File: src/rtl/uart_rx.sv
// uart_rx: oversampling UART receiver with majority-voted bits, optional parity and stop check
// Ports: CLK clock; RST synchronous active-high reset; RX_IN serial line (idles high);
//        PAR_EN/PAR_TYP parity enable/odd-select, latched at the start bit;
//        P_DATA last good word; data_valid/par_err/stp_err one-cycle outcome pulses;
//        busy high while a frame is in progress.
// Define RX_SYNC_EN to pass RX_IN through a 2-flop synchronizer (adds 2 cycles of latency).
module uart_rx #(
  parameter int DATA_WIDTH = 8,
  parameter int PRESCALE   = 8
) (
  input  logic                  CLK,
  input  logic                  RST,
  input  logic                  RX_IN,
  input  logic                  PAR_EN,
  input  logic                  PAR_TYP,
  output logic [DATA_WIDTH-1:0] P_DATA,
  output logic                  data_valid,
  output logic                  par_err,
  output logic                  stp_err,
  output logic                  busy
);
  localparam int EW = $clog2(PRESCALE);
  localparam int BW = $clog2(DATA_WIDTH + 1);
  localparam logic [EW-1:0] LAST_EDGE = EW'(PRESCALE - 1);
  localparam logic [EW-1:0] SAMP_LO   = EW'(PRESCALE / 2 - 1);
  localparam logic [EW-1:0] SAMP_HI   = EW'(PRESCALE / 2 + 1);
  localparam logic [BW-1:0] LAST_BIT  = BW'(DATA_WIDTH - 1);
  typedef enum logic [2:0] {IDLE, START, DATA, PARITY, STOP} state_e;
  state_e                state_q, state_d;
  logic [EW-1:0]         edge_q, edge_d;
  logic [BW-1:0]         bit_q, bit_d;
  logic [DATA_WIDTH-1:0] shift_q, shift_d;
  logic [2:0]            samp_q, samp_d;
  logic                  pen_q, pen_d, ptyp_q, ptyp_d, perr_q, perr_d;
  logic [DATA_WIDTH-1:0] pdata_q, pdata_d;
  logic                  dv_q, dv_d, pe_q, pe_d, se_q, se_d;
  logic                  rx, bit_end, maj;
`ifdef RX_SYNC_EN
  logic [1:0] sync_q;
  always_ff @(posedge CLK) sync_q <= RST ? 2'b11 : {sync_q[0], RX_IN};
  assign rx = sync_q[1];
`else
  assign rx = RX_IN;
`endif
  assign bit_end = edge_q == LAST_EDGE;
  // samp_q holds the three mid-bit samples by the time the bit ends
  assign maj = (samp_q[0] & samp_q[1]) | (samp_q[0] & samp_q[2]) | (samp_q[1] & samp_q[2]);
  always_comb begin
    state_d = state_q;
    edge_d  = edge_q;
    bit_d   = bit_q;
    shift_d = shift_q;
    samp_d  = samp_q;
    pen_d   = pen_q;
    ptyp_d  = ptyp_q;
    perr_d  = perr_q;
    pdata_d = pdata_q;
    dv_d    = 1'b0;
    pe_d    = 1'b0;
    se_d    = 1'b0;
    if (state_q != IDLE) begin
      edge_d = bit_end ? '0 : edge_q + 1'b1;
      samp_d = (edge_q >= SAMP_LO && edge_q <= SAMP_HI) ? {samp_q[1:0], rx} : samp_q;
    end
    unique case (state_q)
      IDLE: if (!rx) begin
        // the detecting cycle is edge 0 of the start bit
        state_d = START;
        edge_d  = EW'(1);
        pen_d   = PAR_EN;
        ptyp_d  = PAR_TYP;
        perr_d  = 1'b0;
      end
      START: if (bit_end) begin
        state_d = maj ? IDLE : DATA;
        bit_d   = '0;
      end
      DATA: if (bit_end) begin
        shift_d = {maj, shift_q[DATA_WIDTH-1:1]};
        bit_d   = bit_q + 1'b1;
        state_d = (bit_q != LAST_BIT) ? DATA : pen_q ? PARITY : STOP;
      end
      PARITY: if (bit_end) begin
        perr_d  = maj != (^shift_q ^ ptyp_q);
        state_d = STOP;
      end
      STOP: if (bit_end) begin
        state_d = IDLE;
        dv_d    = maj & ~perr_q;
        pe_d    = perr_q;
        se_d    = ~maj;
        pdata_d = (maj & ~perr_q) ? shift_q : pdata_q;
      end
      default: state_d = IDLE;
    endcase
  end
  always_ff @(posedge CLK) begin
    if (RST) begin
      state_q <= IDLE;
      edge_q  <= '0;
      bit_q   <= '0;
      shift_q <= '0;
      samp_q  <= '0;
      pen_q   <= 1'b0;
      ptyp_q  <= 1'b0;
      perr_q  <= 1'b0;
      pdata_q <= '0;
      dv_q    <= 1'b0;
      pe_q    <= 1'b0;
      se_q    <= 1'b0;
    end else begin
      state_q <= state_d;
      edge_q  <= edge_d;
      bit_q   <= bit_d;
      shift_q <= shift_d;
      samp_q  <= samp_d;
      pen_q   <= pen_d;
      ptyp_q  <= ptyp_d;
      perr_q  <= perr_d;
      pdata_q <= pdata_d;
      dv_q    <= dv_d;
      pe_q    <= pe_d;
      se_q    <= se_d;
    end
  end
  assign P_DATA     = pdata_q;
  assign data_valid = dv_q;
  assign par_err    = pe_q;
  assign stp_err    = se_q;
  assign busy       = state_q != IDLE;
endmodule
File: config.mk
export PLATFORM = sky130hd
export DESIGN_NAME = uart_rx
export DESIGN_NICKNAME = d
export VERILOG_FILES = /design/src/rtl/uart_rx.sv
export SDC_FILE = /design/constraint.sdc
export NUM_CORES = 1
export LEC_CHECK = 0
export CORE_MARGIN = 3
export CORE_UTILIZATION = 45
export DETAILED_ROUTE_END_ITERATION = 12
export HOLD_SLACK_MARGIN = 0.08
export PLACE_DENSITY = 0.65
export SLEW_MARGIN = 40
export SYNTH_ARGS = -nofsm -noshare
export SYNTH_HDL_FRONTEND = slang
export SYNTH_SLANG_ARGS = --single-unit
File: constraint.sdc
create_clock -name CLK -period 2.3 [get_ports CLK]
set_input_delay 0.69 -clock CLK [delete_from_list [all_inputs] [get_ports CLK]]
set_output_delay 0.69 -clock CLK [all_outputs]
set_load 0.01 [all_outputs]
* Word level (Yosys, flattened, before mapping)
Index checks and enable logic that the tools add are counted.
** Word-level totals
- Bits in registers :: 35
- Logic and storage cells :: 73
- Bits of input ports :: 5
- Output and inout bits :: 12
** Cells by class
- Mux-type cells :: 19
- Order comparisons :: 2
- Reductions and logical operators :: 14
- Equal/unequal tests :: 12
- Add/sub/neg operators :: 2
- Bitwise operators :: 12
** Operator list (number)
- $mux W3 :: 11
- $pmux W3 S5 :: 1
- $ne A2 B2 Y1 const B :: 5
- $reduce_and A3 Y1 :: 3
- $mux W4 :: 2
- $pmux W4 S2 :: 1
- $reduce_xor A8 Y1 :: 1
- $eq A3 B2 Y1 const B :: 2
- $eq A3 B3 Y1 const B :: 2
- $reduce_and A2 Y1 :: 3
- $not A1 Y1 :: 5
- $reduce_and A5 Y1 :: 1
- $add A4 B1 Y4 const B :: 1
- $and A1 B1 Y1 :: 4
- $ne A4 B3 Y1 const B :: 1
- $reduce_bool A2 Y1 :: 2
- $add A3 B1 Y3 const B :: 1
- $eq A3 B1 Y1 const B :: 1
- $ge A3 B2 Y1 const B :: 1
- $le A3 B3 Y1 const B :: 1
- $logic_not A3 Y1 :: 1
- $reduce_bool A3 Y1 :: 1
- $reduce_or A3 Y1 :: 1
- $mux W1 :: 2
- other kinds (6) :: 7

* Longest topological paths before layout
Gate-level depths: netlist of the first run.
- Word-level depth :: 6
- Gate-level depth with buffers :: 7
- Gate-level depth less buffers :: 6

* Least setup slack after synthesis of the first run
Ideal clock, no wire load.
- Path kind :: reg-to-reg
- Start point :: reg edge_q[0]
- End point :: reg state_q[1]
- Clock period less this slack :: 1.839 ns
- Setup time :: 0.079 ns
- Path buffers :: 0
- Required time :: 2.221 ns
- Arrival :: 1.760 ns
- Path slack :: 0.461 ns
- Stages on the path, launching flop included :: 7
- Cells stage by stage :: dfxtp_1 ha_1 ha_1 or4b_1 o31a_1 and3_4 a211oi_2
** On the way
- Cells in the longest elaborated chain, start to end :: 3
- Elaborated cells on any way between the ends :: 6
- Classes of those cells :: 5 x eq/ne; 1 x reduce/logical
** Ends and longest elaborated chain
- start: declaration :: RTL line 30 : logic [EW-1:0] edge_q, edge_d;
- start signal: assignment :: RTL line 113 : edge_q <= edge_d;
- $eq A3 B3 Y1 (*) :: RTL line 45 : assign bit_end = edge_q == LAST_EDGE;
- $ne A2 B2 Y1 (no line)
- $reduce_and A5 Y1 (no line) (*)
- end signal: assignment :: RTL line 112 : state_q <= state_d;
- end: declaration :: RTL line 29 : state_e state_q, state_d;
Every way passes the cells marked *; elsewhere a longest branch is shown, timed or not.
A chain may end at the register's enable or synchronous reset.

* Final worst setup path of the first run
- Start point :: reg state_q[1]
- End point :: out busy
** On the way
- Cells in the longest elaborated chain, start to end :: 1
** Ends and longest elaborated chain
- $reduce_bool A3 Y1 :: RTL line 130 : assign busy = state_q != IDLE;
- end: declaration :: RTL line 20 : output logic busy
No other way between the ends.

==> metrics.cfg, run 1 <==
[logic_synthesis]
syn_area_um2 = 1680
yosysSeqAreaShare_pct = 41.7
postSynthRegisterBits = 35
post-synth-top-area-fraction_pct = 41.7
yosys_most_used_dff = dfxtp_1
synth_cells = 186
synth.area.top_cells = dfxtp_1 (42%), mux2i_1 (6.6%), a21oi_1 (5.7%)
ys_warn_count = 0
synthesis.area_per_instance_um2 = 9.03
yosysUniqueCellTypes = 44
synth_largest_area_cell = dfxtp_1
synth_enable_flop_cells = 0
synth_nets = 197
postSynth.asyncResetShare_pct = 0

[timing]
clock-skew-final_ns = 0.0110
timing_hold_violations_final = 0
timing_worst_slew_pin_value_ns = 0.544
final-setup-viol-count = 0
timing.fmax_ghz = 0.450
rsz0062_at_grt = no
slew_violations = 0
max-slew-margin-rel_pct = 63.7
final_period_minus_worst_setup_slack_ns = 2.22
setup-tns-final_ns = 0
layout_worst_path_cycle_share_pct = 96.5

[clock_network]
cts-buffers-inserted = 5
cts_buffer_depth = 2
path_clk_slew_ns = 0.07
clock_insertion_delay_worst_skew_ns = 0.29
cts.sinks = 35
tritoncts = built
root_buffer_master = clkbuf_8
post_cts.repair.setup_buffers = 0
cts_hold_buffers = 0
htree_levels = 2

[power_and_ir_drop]
final_total_power_mw = 1.69
power.density_nw_per_um2 = 852
max-vdd-ir-drop_mv = 0.568
p_leak_nw = 0.778

[global_routing]
grt_util_all_layers_pct = 16.5
grt-ovfl-total = 0
grt_pass1_vias = 1242
maximum_number_of_pins_on_one_net_before_global_route_repair = 25
grt_first_pass_wirelength_mm = 5.55
antenna_found_initial = 0

[detailed_routing]
drc = 0
drt-pass1-iter-count = 4
detail_route.iter0.violations = 66
finalWirelength_mm = 3.25
antenna_violating_nets_post_route = 0
wl_per_cell_um = 12.9
vias_per_cell = 5.36
via_count = 1351

[final_layout]
final_net_count = 216
finalInstanceArea_um2 = 1990
areaGrowthSynthToFinish_pct = 18.3
antenna_cells_inserted = 0
layout-drive-gt1-share_pct = 9.71

[setup_path]
setup.worst_path.class = reg -> out
regToRegEndpoint = state_q[1]$_SDFFE_PP0P_
timing.critical_path.from = state_q[1]$_SDFFE_PP0P_
cp-end-kind = output pin
worst-r2r-setup-slack_ns = 0.28
rr_startpoint = edge_q[0]$_SDFF_PP0_
critical_path.cell_chain = nor3_4 -> inv_2 -> clkdlybuf4s50_1
slowest_stage = clkdlybuf4s50_1
path_depth = 3
critical-path-max-stage-delay_ns = 0.49
crit_path_end = busy
worst_path_dominant_cell_family = buffers and inverters
register_to_register_path_depth = 6
worst-endpoint-arrival_ns = 1.53
critical_path_buf_inv_count = 2
startpoint_type = flip-flop
worst-path-max-fanout = 7
critPathRequiredTime_ns = 1.61

[run]
max_cap_violations = 0

[floorplanning]
core_um2 = 3470
rows = 21
die_ht_um = 67.1
total_die_area_um2 = 4500
start_util_pct = 48.4
number_of_top_level_design_ports = 17
die-width_um = 67.1

[placed_design]
place_area_um2 = 1870
routability_congestion_estimate = 0.856
place.detailed.hpwl_mm = 2.25
io_buffer_count = 16

[worst_hold_path]
hold_path_class = reg -> reg
hold-path-cell-count = 2

[run_status]
run_status = finished, final reports clean

-- sequential cells by signal, indices dropped and copies added, names as in the netlist --
name        cells
perr_q          1
shift_q         8
pen_q           1
stp_err         1
data_valid      1
bit_q           4
ptyp_q          1
samp_q          3
edge_q          3
par_err         1
P_DATA          8
state_q         3
-- layout by cell type, fill, tap and decap left out, types with 4 or more instances in the layout --
master | Yosys | routed
clkbuf_8 | 2 | 5
dfxtp_1 | 35 | 35
a21oi_1 | 19 | 19
clkdlybuf4s50_1 | 0 | 16
xnor2_1 | 7 | 7
nand3b_1 | 6 | 6
o21ai_0 | 7 | 7
mux2i_1 | 11 | 11
buf_4 | 0 | 4
ha_1 | 6 | 6
inv_1 | 7 | 7
nand2_1 | 21 | 21
nor2_1 | 24 | 24
-- worst min path at each step --
stage / startpoint / endpoint
after floorplan: bit_q[1]$_SDFFE_PP0P_ / bit_q[1]$_SDFFE_PP0P_
after global placement: bit_q[1]$_SDFFE_PP0P_ / bit_q[1]$_SDFFE_PP0P_
after detailed placement: bit_q[1]$_SDFFE_PP0P_ / bit_q[1]$_SDFFE_PP0P_
after CTS: bit_q[1]$_SDFFE_PP0P_ / bit_q[1]$_SDFFE_PP0P_
after global routing: bit_q[1]$_SDFFE_PP0P_ / bit_q[1]$_SDFFE_PP0P_
final: bit_q[1]$_SDFFE_PP0P_ / bit_q[1]$_SDFFE_PP0P_
-- cells by family (layout without fill, tap and decap cells) --
logic type	after synthesis	in the layout	synth area share, %
multiplexers	11	11	6.56
adder cells (fa/ha/maj)	7	7	5.14
flip-flops	35	35	41.7
AND/OR/NAND/NOR	68	68	20.3
buffers and inverters	17	37	6.48
AO/OA/AOI/OAI	39	39	14.3
XOR/XNOR	9	9	5.51
-- synth_stat cells, types with 2 or more instances --
library cell and count:
ha_1 6, buf_6 2, nand2_1 21, mux2i_1 11, a21oi_1 19, nor2_1 24
o21ai_0 7, nand3_1 2, a31oi_1 2, dfxtp_1 35, buf_2 2, clkbuf_8 2
nor3b_1 2, clkbuf_1 2, nand3b_1 6, nor3_1 2, xnor2_1 7, inv_1 7
or3_1 2
-- routing by layer --
| metal | global-route usage, % | part of all wire, % | up-vias | wire length (µm) |
|---|---|---|---|---|
| li1 | - | - | 684 | - |
| met1 | 21.5 | 49 | 625 | 1600 |
| met2 | 23.8 | 44 | 34 | 1410 |
| met3 | 5.06 | 4.5 | 8 | 147 |
| met4 | 9.11 | 2.6 | 0 | 84 |
| met5 | 0 | 0 | - | 0 |
-- worst min-delay path, stage by stage (launching register included) --
cell	delay, ns
dfxtp_1	0.33
nand2_1	0.06
a21oi_1	0.05
-- power breakdown --
group	internal (mW)	leakage (nW)	total, mW	switching (mW)
clock	0.323	0.0581	0.554	0.232
combinational	0.196	0.437	0.440	0.244
sequential	0.647	0.283	0.698	0.0510
-- stage by stage --
step | hold slack [ns] | cells | utilization (%) | setup WS, ns
2_1_floorplan | 0.446 | 186 | - | 0.461
3_3_place_gp | 0.460 | 244 | 53.9 | 0.333
3_5_place_dp | 0.474 | 244 | 53.9 | 0.272
4_1_cts | 0.484 | 252 | 57.1 | 0.0258
5_1_grt | 0.509 | 252 | 57.3 | 0.0293
6_report | 0.484 | 252 | 57.3 | 0.0796
-- repair_timing --
| action | CTS | global route |
|---|---|---|
| resized for setup | 0 | 1 |
| setup endpoints to repair | 0 | 1 |
| endpoints found under the hold margin | 0 | 0 |
-- cell type report --
cell class | instances | area [µm²]
inverters | 8 | 30.0
fillers | 314 | 1480
clock inverters | 3 | 43.8
clock buffers | 5 | 68.8
repair buffers | 21 | 210
flip-flops and latches | 35 | 701
well taps | 46 | 57.6
multi-input cells | 134 | 876
No activity file was read; power rests on OpenSTA's default activity.
==> run 2, diff against run 1 <==
--- a/config.mk
+++ b/config.mk
@@ -6,10 +6,10 @@
 export NUM_CORES = 1
 export LEC_CHECK = 0
 export CORE_MARGIN = 3
-export CORE_UTILIZATION = 45
+export CORE_UTILIZATION = 55
 export DETAILED_ROUTE_END_ITERATION = 12
 export HOLD_SLACK_MARGIN = 0.08
-export PLACE_DENSITY = 0.65
+export PLACE_DENSITY = 0.77
 export SLEW_MARGIN = 40
 export SYNTH_ARGS = -nofsm -noshare
 export SYNTH_HDL_FRONTEND = slang
==> run 2 against run 1 <==
Die area shrank 17%. Final area decreased by 3.4%. Global-route usage rose by 3.1 points. First-iteration DRC count decreased by 6.1%. Routed wire length is 6.9% higher. Flip-flop and latch count did not move. Critical path depth unchanged. Sequential power hardly changed. Fmax is 0.90% lower. Highest routed layer unchanged. Critical endpoint unchanged. Hold slack got worse by 0.0035 ns. Sequential share of layout area grew 1.2 points.
==> metrics.cfg, run 2 (synthesized netlist as in run 1, its figures left out) <==
[run_status]
run_status = finished, final reports clean

[power_and_ir_drop]
power.clock.fraction_pct = 21.3  ; -11 points
pwr-share-comb_pct = 32.7  ; +6.7 points
p_leak_nw = 0.758  ; -2.6%
power.internal_mw = 0.994  ; -15%
netSwitchingPower_mw = 0.525  ; -0.42%
sw_frac_of_total_pct = 34.5  ; +3.4 points
max-vdd-ir-drop_mv = 0.569  ; +0.29%
power.density_nw_per_um2 = 791  ; -7.1%
power.share.sequential_pct = 46.0  ; +4.7 points

[detailed_routing]
detail_route.iter0.violations = 62  ; -6.1%
drc = 0  ; unchanged
antenna_violating_nets_post_route = 0  ; unchanged
drt-pass1-iter-count = 4  ; unchanged
wl_per_cell_um = 14.5  ; +12%
finalWirelength_mm = 3.47  ; +6.9%
via_count = 1393  ; +3.1%
vias_per_cell = 5.80  ; +8.3%

[setup_path]
worst-endpoint-arrival_ns = 1.55  ; +0.02 ns
critical-path-max-stage-delay_ns = 0.49  ; about the same
critical_path.cell_chain = nor3_4 -> inv_2 -> clkdlybuf4s50_1
worst-path-max-fanout = 5  ; -2
cp-end-kind = output pin
startpoint_type = flip-flop
slowest_stage = clkdlybuf4s50_1
setup.worst_path.class = reg -> out
rr_startpoint = edge_q[0]$_SDFF_PP0_
worst-r2r-setup-slack_ns = 0.26  ; -0.02 ns
regToRegEndpoint = state_q[1]$_SDFFE_PP0P_
critPathRequiredTime_ns = 1.61  ; about the same
register_to_register_path_depth = 6  ; unchanged

[final_layout]
post_layout_instance_count_excluding_filler_cells = 240  ; -4.8%
commonest_cells_after_routing_fill_and_taps_aside = dfxtp_1 (35), nor2_1 (24), nand2_1 (21)
areaGrowthSynthToFinish_pct = 14.3
final_common_cell = dfxtp_1
finalCoreUtilization_pct = 67.8  ; +11 points
antenna_cells_inserted = 0  ; unchanged
layout-drive-gt1-share_pct = 10.5  ; +0.82 points
fill_cells = 216  ; -31%
final_net_count = 219  ; +1.4%

[clock_network]
htree_levels = 2  ; unchanged
cts_buffer_depth = 2  ; unchanged
cts-buffers-inserted = 5  ; unchanged
cts_hold_buffers = 0  ; unchanged
path_clk_slew_ns = 0.10  ; +0.03 ns
cts.sinks = 35  ; unchanged
root_buffer_master = clkbuf_4
tritoncts = built
clock_insertion_delay_worst_skew_ns = 0.34  ; +0.05 ns

[worst_hold_path]
hold-path-cell-count = 2  ; unchanged
hold_start = bit_q[1]$_SDFFE_PP0P_
hold_path_class = reg -> reg
timing.hold.worst_endpoint = bit_q[1]$_SDFFE_PP0P_

[timing]
finalWorstSetupSlack_ns = 0.0596  ; -0.0201 ns
timing_hold_violations_final = 0  ; unchanged
rsz0062_at_grt = no
max-slew-margin-rel_pct = 62.5  ; -1.2 points
final-setup-viol-count = 0  ; unchanged
layout_worst_path_cycle_share_pct = 97.4  ; +0.87 points
clock-skew-final_ns = 0.0155  ; +0.00445 ns
timing.fmax_ghz = 0.446  ; -0.90%
setup-tns-final_ns = 0  ; unchanged
slew_violations = 0  ; unchanged
final_period_minus_worst_setup_slack_ns = 2.24  ; +0.0201 ns
timing_worst_slew_pin_value_ns = 0.561  ; +0.0173 ns

[global_routing]
antenna_found_initial = 0  ; unchanged
grt-ovfl-total = 0  ; unchanged
grt_pass1_vias = 1230  ; -0.97%
grt_first_pass_wirelength_mm = 5.39  ; -2.9%
maximum_number_of_pins_on_one_net_before_global_route_repair = 17  ; -32%
grt_util_all_layers_pct = 19.6  ; +3.1 points

[run]
max_cap_violations = 0  ; unchanged

[floorplanning]
number_of_top_level_design_ports = 17  ; unchanged
die_ht_um = 61.3  ; -8.7%
core_um2 = 2830  ; -18%
total_die_area_um2 = 3750  ; -17%
start_util_pct = 59.4  ; +11 points
die-width_um = 61.3  ; -8.7%
rows = 19  ; -9.5%

[placed_design]
routability_congestion_estimate = 0.862  ; +0.70%
io_buffer_count = 16  ; unchanged
cell_count_post_placement = 230  ; -5.7%
pre_cts_ws_ns = 0.294  ; +0.0223 ns
place.detailed.hpwl_mm = 2.35  ; +4.8%

-- run 2: changes by cell type in the layout (fill, tap and decap cells not counted) --
cell and delta:
clkbuf_4 +5, clkbuf_8 -5, buf_12 -1, bufinv_16 -1, buf_4 +4, clkinv_4 -1
clkinvlp_4 +1, clkbuf_1 +1
-- run 2: final cells by class --
cell class              instances  area (µm²)  share of cell area, %
clock buffers                   6        41.3                   2.15
clock inverters                 2        12.5                  0.652
multi-input cells             134         876                   45.6
repair buffers                 24         220                   11.5
well taps                      31        38.8                   2.02
flip-flops and latches         35         701                   36.5
inverters                       8        30.0                   1.56
-- run 2: per-layer routing --
layer,track usage [%],wire (µm),vias to the layer above
met5,0,0,-
met4,5.57,67,0
met2,31.9,1650,54
li1,-,-,691
met3,6.29,184,10
met1,24.9,1570,638
-- run 2: power groups by stage --
stage	clock, mW	sequential, mW	combinational (mW)
after floorplan	0	0.697	0.324
after CTS	0.328	0.694	0.442
final	0.323	0.699	0.497
after global placement	0	0.699	0.415
after global routing	0.357	0.704	0.535
after detailed placement	0	0.702	0.430
-- run 2: stage by stage --
step / area (µm²) / hold WS (ns) / total power, mW
after CTS: 1900 / 0.483 / 1.46
after floorplan: 1680 / 0.446 / 1.02
after detailed placement: 1840 / 0.469 / 1.13
after global routing: 1920 / 0.517 / 1.60
final: 1920 / 0.481 / 1.52
after global placement: 1840 / 0.460 / 1.11
-- run 2: worst max path at each step --
stage / slack [ns] / depth (start not counted) / endpoint / from
2_1_floorplan: 0.46 / 6 / state_q[1]$_SDFFE_PP0P_ / edge_q[0]$_SDFF_PP0_
3_3_place_gp: 0.34 / 4 / state_q[1]$_SDFFE_PP0P_ / RX_IN
3_5_place_dp: 0.29 / 4 / state_q[1]$_SDFFE_PP0P_ / RX_IN
4_1_cts: 0.006 / 3 / busy / state_q[2]$_SDFFE_PP0P_
5_1_grt: 0.004 / 3 / busy / state_q[0]$_SDFFE_PP0P_
6_report: 0.06 / 3 / busy / state_q[0]$_SDFFE_PP0P_
-- run 2: what timing repair did --
action,in CTS,in global routing
endpoints found under the setup margin,1,1
buffers inserted,0,2
endpoints found under the hold margin,0,0
pin swaps,0,1
gates resized for setup,1,0
-- run 2: critical path, delay by kind of cell (launching register included) --
kind          cells  cell delay, ns
flops             1            0.36
simple gates      1            0.27
buf+inv           2            0.58
==> run 3, diff against run 2 <==
--- a/config.mk
+++ b/config.mk
@@ -5,12 +5,14 @@
 export SDC_FILE = /design/constraint.sdc
 export NUM_CORES = 1
 export LEC_CHECK = 0
+export ABC_AREA = 1
 export CORE_MARGIN = 3
-export CORE_UTILIZATION = 55
+export CORE_UTILIZATION = 56
 export DETAILED_ROUTE_END_ITERATION = 12
 export HOLD_SLACK_MARGIN = 0.08
-export PLACE_DENSITY = 0.77
+export PLACE_DENSITY = 0.78
 export SLEW_MARGIN = 40
 export SYNTH_ARGS = -nofsm -noshare
 export SYNTH_HDL_FRONTEND = slang
 export SYNTH_SLANG_ARGS = --single-unit
+export TNS_END_PERCENT = 100
==> run 3 against run 2 <==
Area after synthesis is 4.8% higher. Fmax grew 1.6%. Hold slack worse by 0.022 ns. Worst setup slack gained 0.035 ns. Clock power increased by 1%. Via count grew 13%. Cell count grew 33%. Flip-flop and latch count stayed put. Largest cell class unchanged. Largest power group unchanged. Highest routed layer unchanged.
==> metrics.cfg, run 3 <==
[logic_synthesis]
yosysUniqueCellTypes = 27  ; -39%
fraction_of_the_mapped_netlist_area_in_simple_logic_gates_pct = 28.6  ; +8.3 points
synth_enable_flop_cells = 0  ; unchanged
post-synth-top-area-fraction_pct = 39.8  ; -1.9 points
postSynthRegisterBits = 35  ; unchanged
ys_warn_count = 0  ; unchanged
dominant_combinational_cell_family_by_area_after_synthesis = simple AND/OR/NAND/NOR gates
compound_gate_portion_of_the_synthesized_area_pct = 17.1  ; +2.8 points
synth.area.top_cells = dfxtp_1 (40%), nand2_1 (12%), a21oi_1 (8.5%)
yosys_most_used_dff = dfxtp_1
synth_cells = 255  ; +37%
ys_top_cells_by_count = nand2_1 (55), dfxtp_1 (35), inv_1 (34), nor2_1 (34), a21oi_1 (30)
yosysMostFrequentCell = nand2_1
synthesis.area_per_instance_um2 = 6.90  ; -24%
synth_nets = 266  ; +35%
syn_area_um2 = 1760  ; +4.8%
synth.mux.area_fraction_pct = 0  ; -6.6 points
synth_largest_area_cell = dfxtp_1
synth_xor_xnor_area_share_pct = 0  ; -5.5 points
yosysSeqAreaShare_pct = 39.8  ; -1.9 points
postSynth.asyncResetShare_pct = 0  ; unchanged
yosys.area_share.adder_pct = 4.27  ; -0.87 points

[clock_network]
path_clk_slew_ns = 0.10  ; about the same
cts_hold_buffers = 0  ; unchanged
post_cts.repair.setup_buffers = 0  ; unchanged
htree_levels = 2  ; unchanged
clock_insertion_delay_worst_skew_ns = 0.34  ; about the same
post_cts_resize_count = 0  ; -1
tritoncts = built
root_buffer_master = clkbuf_4
cts_buffer_depth = 2  ; unchanged
cts.sinks = 35  ; unchanged
cts-buffers-inserted = 5  ; unchanged

[placed_design]
io_buffer_count = 16  ; unchanged
routability_congestion_estimate = 0.917  ; +6.4%
place_area_um2 = 1960  ; +6.3%
place.detailed.hpwl_mm = 2.56  ; +8.7%

[run_status]
run_status = finished, final reports clean

[power_and_ir_drop]
netSwitchingPower_mw = 0.648  ; +23%
power.share.sequential_pct = 44.7  ; -1.3 points
power.density_nw_per_um2 = 822  ; +3.9%
power.internal_mw = 1.01  ; +1.5%
p_leak_nw = 0.888  ; +17%
final_total_power_mw = 1.66  ; +9.1%
sw_frac_of_total_pct = 39.1  ; +4.6 points
max-vdd-ir-drop_mv = 0.707  ; +24%
pwr-share-comb_pct = 35.5  ; +2.8 points
power.clock.fraction_pct = 19.7  ; -1.6 points

[worst_hold_path]
hold-path-cell-count = 2  ; unchanged
hold_start = samp_q[2]$_SDFFE_PP0P_
hold_path_class = reg -> reg
timing.hold.worst_endpoint = samp_q[2]$_SDFFE_PP0P_

[global_routing]
grt_first_pass_wirelength_mm = 5.88  ; +9.1%
grt-ovfl-total = 0  ; unchanged
grt_pass1_vias = 1366  ; +11%
grt_util_all_layers_pct = 20.9  ; +1.3 points
antenna_found_initial = 0  ; unchanged
maximum_number_of_pins_on_one_net_before_global_route_repair = 17  ; unchanged

[detailed_routing]
antenna_violating_nets_post_route = 0  ; unchanged
finalWirelength_mm = 3.39  ; -2.5%
drc = 0  ; unchanged
via_count = 1578  ; +13%
detail_route.iter0.violations = 53  ; -15%
wl_per_cell_um = 10.6  ; -27%
drt-pass1-iter-count = 4  ; unchanged
vias_per_cell = 4.95  ; -15%

[setup_path]
register_to_register_path_depth = 9  ; +3
startpoint_type = flip-flop
worst-endpoint-arrival_ns = 1.52  ; -0.03 ns
rr_startpoint = edge_q[0]$_SDFF_PP0_
cp-end-kind = output pin
critPathRequiredTime_ns = 1.61  ; about the same
regToRegEndpoint = state_q[2]$_SDFFE_PP0P_
setup.worst_path.class = reg -> out
worst-r2r-setup-slack_ns = 0.51  ; +0.25 ns
worst-path-max-fanout = 5  ; unchanged

[floorplanning]
start_util_pct = 61.2  ; +1.8 points
total_die_area_um2 = 3850  ; +2.6%
die-width_um = 62.1  ; +1.3%
die_ht_um = 62.1  ; +1.3%
number_of_top_level_design_ports = 17  ; unchanged
rows = 19  ; unchanged
core_um2 = 2880  ; +1.7%

[final_layout]
final_common_cell = nand2_1
final_net_count = 287  ; +31%
areaGrowthSynthToFinish_pct = 14.5
finalInstanceArea_um2 = 2010  ; +5.0%
commonest_cells_after_routing_fill_and_taps_aside = nand2_1 (55), dfxtp_1 (35), inv_1 (34), nor2_1 (34), a21oi_1 (30)
layout-drive-gt1-share_pct = 10.5  ; -0.057 points
antenna_cells_inserted = 0  ; unchanged

[timing]
setup-tns-final_ns = 0  ; unchanged
layout_worst_path_cycle_share_pct = 95.9  ; -1.5 points
timing.fmax_ghz = 0.453  ; +1.6%
final_period_minus_worst_setup_slack_ns = 2.21  ; -0.0346 ns
final-setup-viol-count = 0  ; unchanged
max-slew-margin-rel_pct = 70.2  ; +7.7 points
timing_worst_slew_pin_value_ns = 0.445  ; -0.116 ns
rsz0062_at_grt = no
timing_hold_violations_final = 0  ; unchanged
slew_violations = 0  ; unchanged
clock-skew-final_ns = 0.0141  ; -0.00136 ns

[run]
max_cap_violations = 0  ; unchanged

==> run 3: cell count changes after synthesis, sizes merged, moves of 3 or more <==
cell    delta
inv       +33
mux2i     -11
xnor2      -7
a21oi     +11
nand3      +9
clkbuf     -3
nand3b     -6
nor2      +14
nand2     +38
o21ai     +15
==> run 3: metal layers <==
layer  track usage, %  vias up  part of all wire, %
met3             6.82        9                  4.4
met4             8.79        0                  2.0
met5                0        -                    0
met2             30.5       29                   44
met1             28.1      690                   50
li1                 -      850                    -
==> run 3: cells by family (layout without fill, tap and decap cells) <==
| kind of cell | count (synthesis) | in the layout |
|---|---|---|
| AOI/OAI and AO/OA | 56 | 56 |
| adders and majority gates | 6 | 6 |
| buffers and inverters | 45 | 67 |
| DFF | 35 | 35 |
| and+or+nand+nor | 113 | 113 |
==> run 3: worst max-delay path, stage by stage, from the launching register on <==
cell,delay (ns)
dfxtp_1,0.42
nor2_2,0.08
nand2_2,0.12
clkdlybuf4s50_1,0.55
==> run 3: worst max-delay path by stage <==
stage / slack (ns) / from / depth (start not counted) / endpoint
floorplan: 0.78 / edge_q[0]$_SDFF_PP0_ / 10 / bit_q[3]$_SDFFE_PP0P_
global placement: 0.42 / RX_IN / 10 / state_q[2]$_SDFFE_PP0P_
detailed placement: 0.38 / RX_IN / 10 / state_q[1]$_SDFFE_PP0P_
CTS: 0.08 / state_q[2]$_SDFFE_PP0P_ / 3 / busy
global route: 0.03 / state_q[2]$_SDFFE_PP0P_ / 3 / busy
finish: 0.09 / state_q[2]$_SDFFE_PP0P_ / 3 / busy
==> run 3: cell type report <==
| class | instances | area, µm² |
|---|---|---|
| multi-input cells | 175 | 878 |
| fillers | 258 | 862 |
| flip-flops and latches | 35 | 701 |
| repair buffers | 18 | 175 |
| inverters | 41 | 154 |
| well taps | 42 | 52.6 |
| clock buffers | 6 | 41.3 |
| clock inverters | 2 | 12.5 |
==> run 3: power groups by stage <==
stage / Clock (mW) / Sequential [mW] / Combinational [mW]
after CTS: 0.338 / 0.741 / 0.592
after detailed placement: 0 / 0.755 / 0.589
after global routing: 0.363 / 0.752 / 0.665
after floorplan: 0 / 0.742 / 0.460
final: 0.327 / 0.741 / 0.589
after global placement: 0 / 0.754 / 0.573
==> run 3: per-stage QoR <==
step	setup slack (ns)	util [%]	hold slack (ns)	std cells
final	0.0942	70.0	0.459	319
after floorplan	0.783	-	0.424	255
after detailed placement	0.379	68.2	0.446	311
after global placement	0.416	68.2	0.443	311
after CTS	0.0801	70.0	0.463	319
after global routing	0.0254	70.0	0.481	319
==> patch (config.mk and constraints of run 3) <==
The option `RX_SYNC_EN` is turned on by a define.
--- a/src/rtl/uart_rx.sv
+++ b/src/rtl/uart_rx.sv
@@ -4,6 +4,8 @@
 //        P_DATA last good word; data_valid/par_err/stp_err one-cycle outcome pulses;
 //        busy high while a frame is in progress.
 // Define RX_SYNC_EN to pass RX_IN through a 2-flop synchronizer (adds 2 cycles of latency).
+`define RX_SYNC_EN
+
 module uart_rx #(
   parameter int DATA_WIDTH = 8,
   parameter int PRESCALE   = 8
Function: changed (Yosys sat finds a counterexample within 4 cycles, from zero or initial values and one cycle with RST high).
==> patch against run 3 <==
Design area increased by 1.1%; global-route usage decreased by 1.2 points; power decreased by 4.4%; via count decreased by 0.76%; worst setup slack about the same; sequential cell count increased by 2; maximum frequency about the same; synthesized cell count decreased by 2.0%; area after synthesis increased by 1.0%; utilization increased by 0.74 points; routed wire length increased by 2.7%; non-clock buffer count unchanged; highest routed layer unchanged.
==> patch: results (changes against run 3) <==
* Share of the final layout cell area in multi-input gates at 42.78% (-0.82 points)
* Clock Network Area Fraction at 2.889% (+0.22 points)
* Number of flip-flops and latches at 37 (+5.7%)
* Leakage power of the design at 0.0008434 µW (-5.0%)
* Outcome: finished, final reports clean
* Last weighted congestion value of the routability-driven placer at 0.8080 (-12%)
* Largest net degree at the start of global routing at 20 (+3)
* Count of cells along the worst hold path at 1 (-1)
* Worst Hold End: sync_q[1]$_SDFF_PP1_
* Syn nets at 261 (-1.9%)
* Global-route wire length before repair at 6272 µm (+6.7%)
* Hold WS at 409.0 ps (-50.27 ps)
* Fraction of standard cell area that is sequential at 36.51% (+1.7 points)
* Layout non-clock buf frac at 8.605% (-0.091 points)
* Average vias per placed instance at 5.019 (+1.5%)
* Layout fillers at 249 (-3.5%)
* Setup slack, reg-to-reg at 410 ps (-100 ps)
* Fraction of layout cells with a size suffix above 1 at 10.37% (-0.099 points)
* Half-perimeter wire length after detailed placement at 2536 µm (-0.92%)
* Place WS at 391.6 ps (+13.03 ps)
* Sequential cell area fraction in the yosys report at 41.69% (+1.9 points)
* CTS-repair resized insts at 1 (+1)
* CP startpoint: state_q[1]$_SDFFE_PP0P_
* End of the worst register-to-register path: shift_q[7]$_SDFFE_PP0P_
* Non-clock inverter total of the final layout at 36 (-12%)
* Final-stage net count at 281 (-2.1%)
* Worst-case clock skew at 9.312 ps (-4.777 ps)
==> patch: through the flow <==
stage	cell area (µm²)	cells
2_1_floorplan	1777	250
3_3_place_gp	1974	305
3_5_place_dp	1974	305
4_1_cts	2034	312
5_1_grt	2036	312
6_report	2036	312
==> patch: power by group <==
part           leakage, µW  switching [µW]  internal [µW]
sequential        0.000300            63.8            699
combinational     0.000513             280            177
clock            0.0000303             221            143
==> patch: metal layers <==
metal / global-route usage (%) / wire length [µm] / vias up
met3: 5.405 / 183 / 6
met2: 30.51 / 1545 / 36
met5: 0 / 0 / -
li1: - / - / 834
met1: 26.32 / 1690 / 690
met4: 6.612 / 55 / 0
==> patch: cells by family (layout without fill, tap and decap cells) <==
kind of cell | Yosys count | in the layout | synth area share [%]
AND/OR/NAND/NOR | 112 | 112 | 28.31
AO/OA/AOI/OAI | 52 | 52 | 15.49
buffers and inverters | 41 | 61 | 9.296
flip-flops | 37 | 37 | 41.69
adder cells (fa/ha/maj) | 6 | 6 | 4.225
XOR/XNOR | 2 | 2 | 0.9861
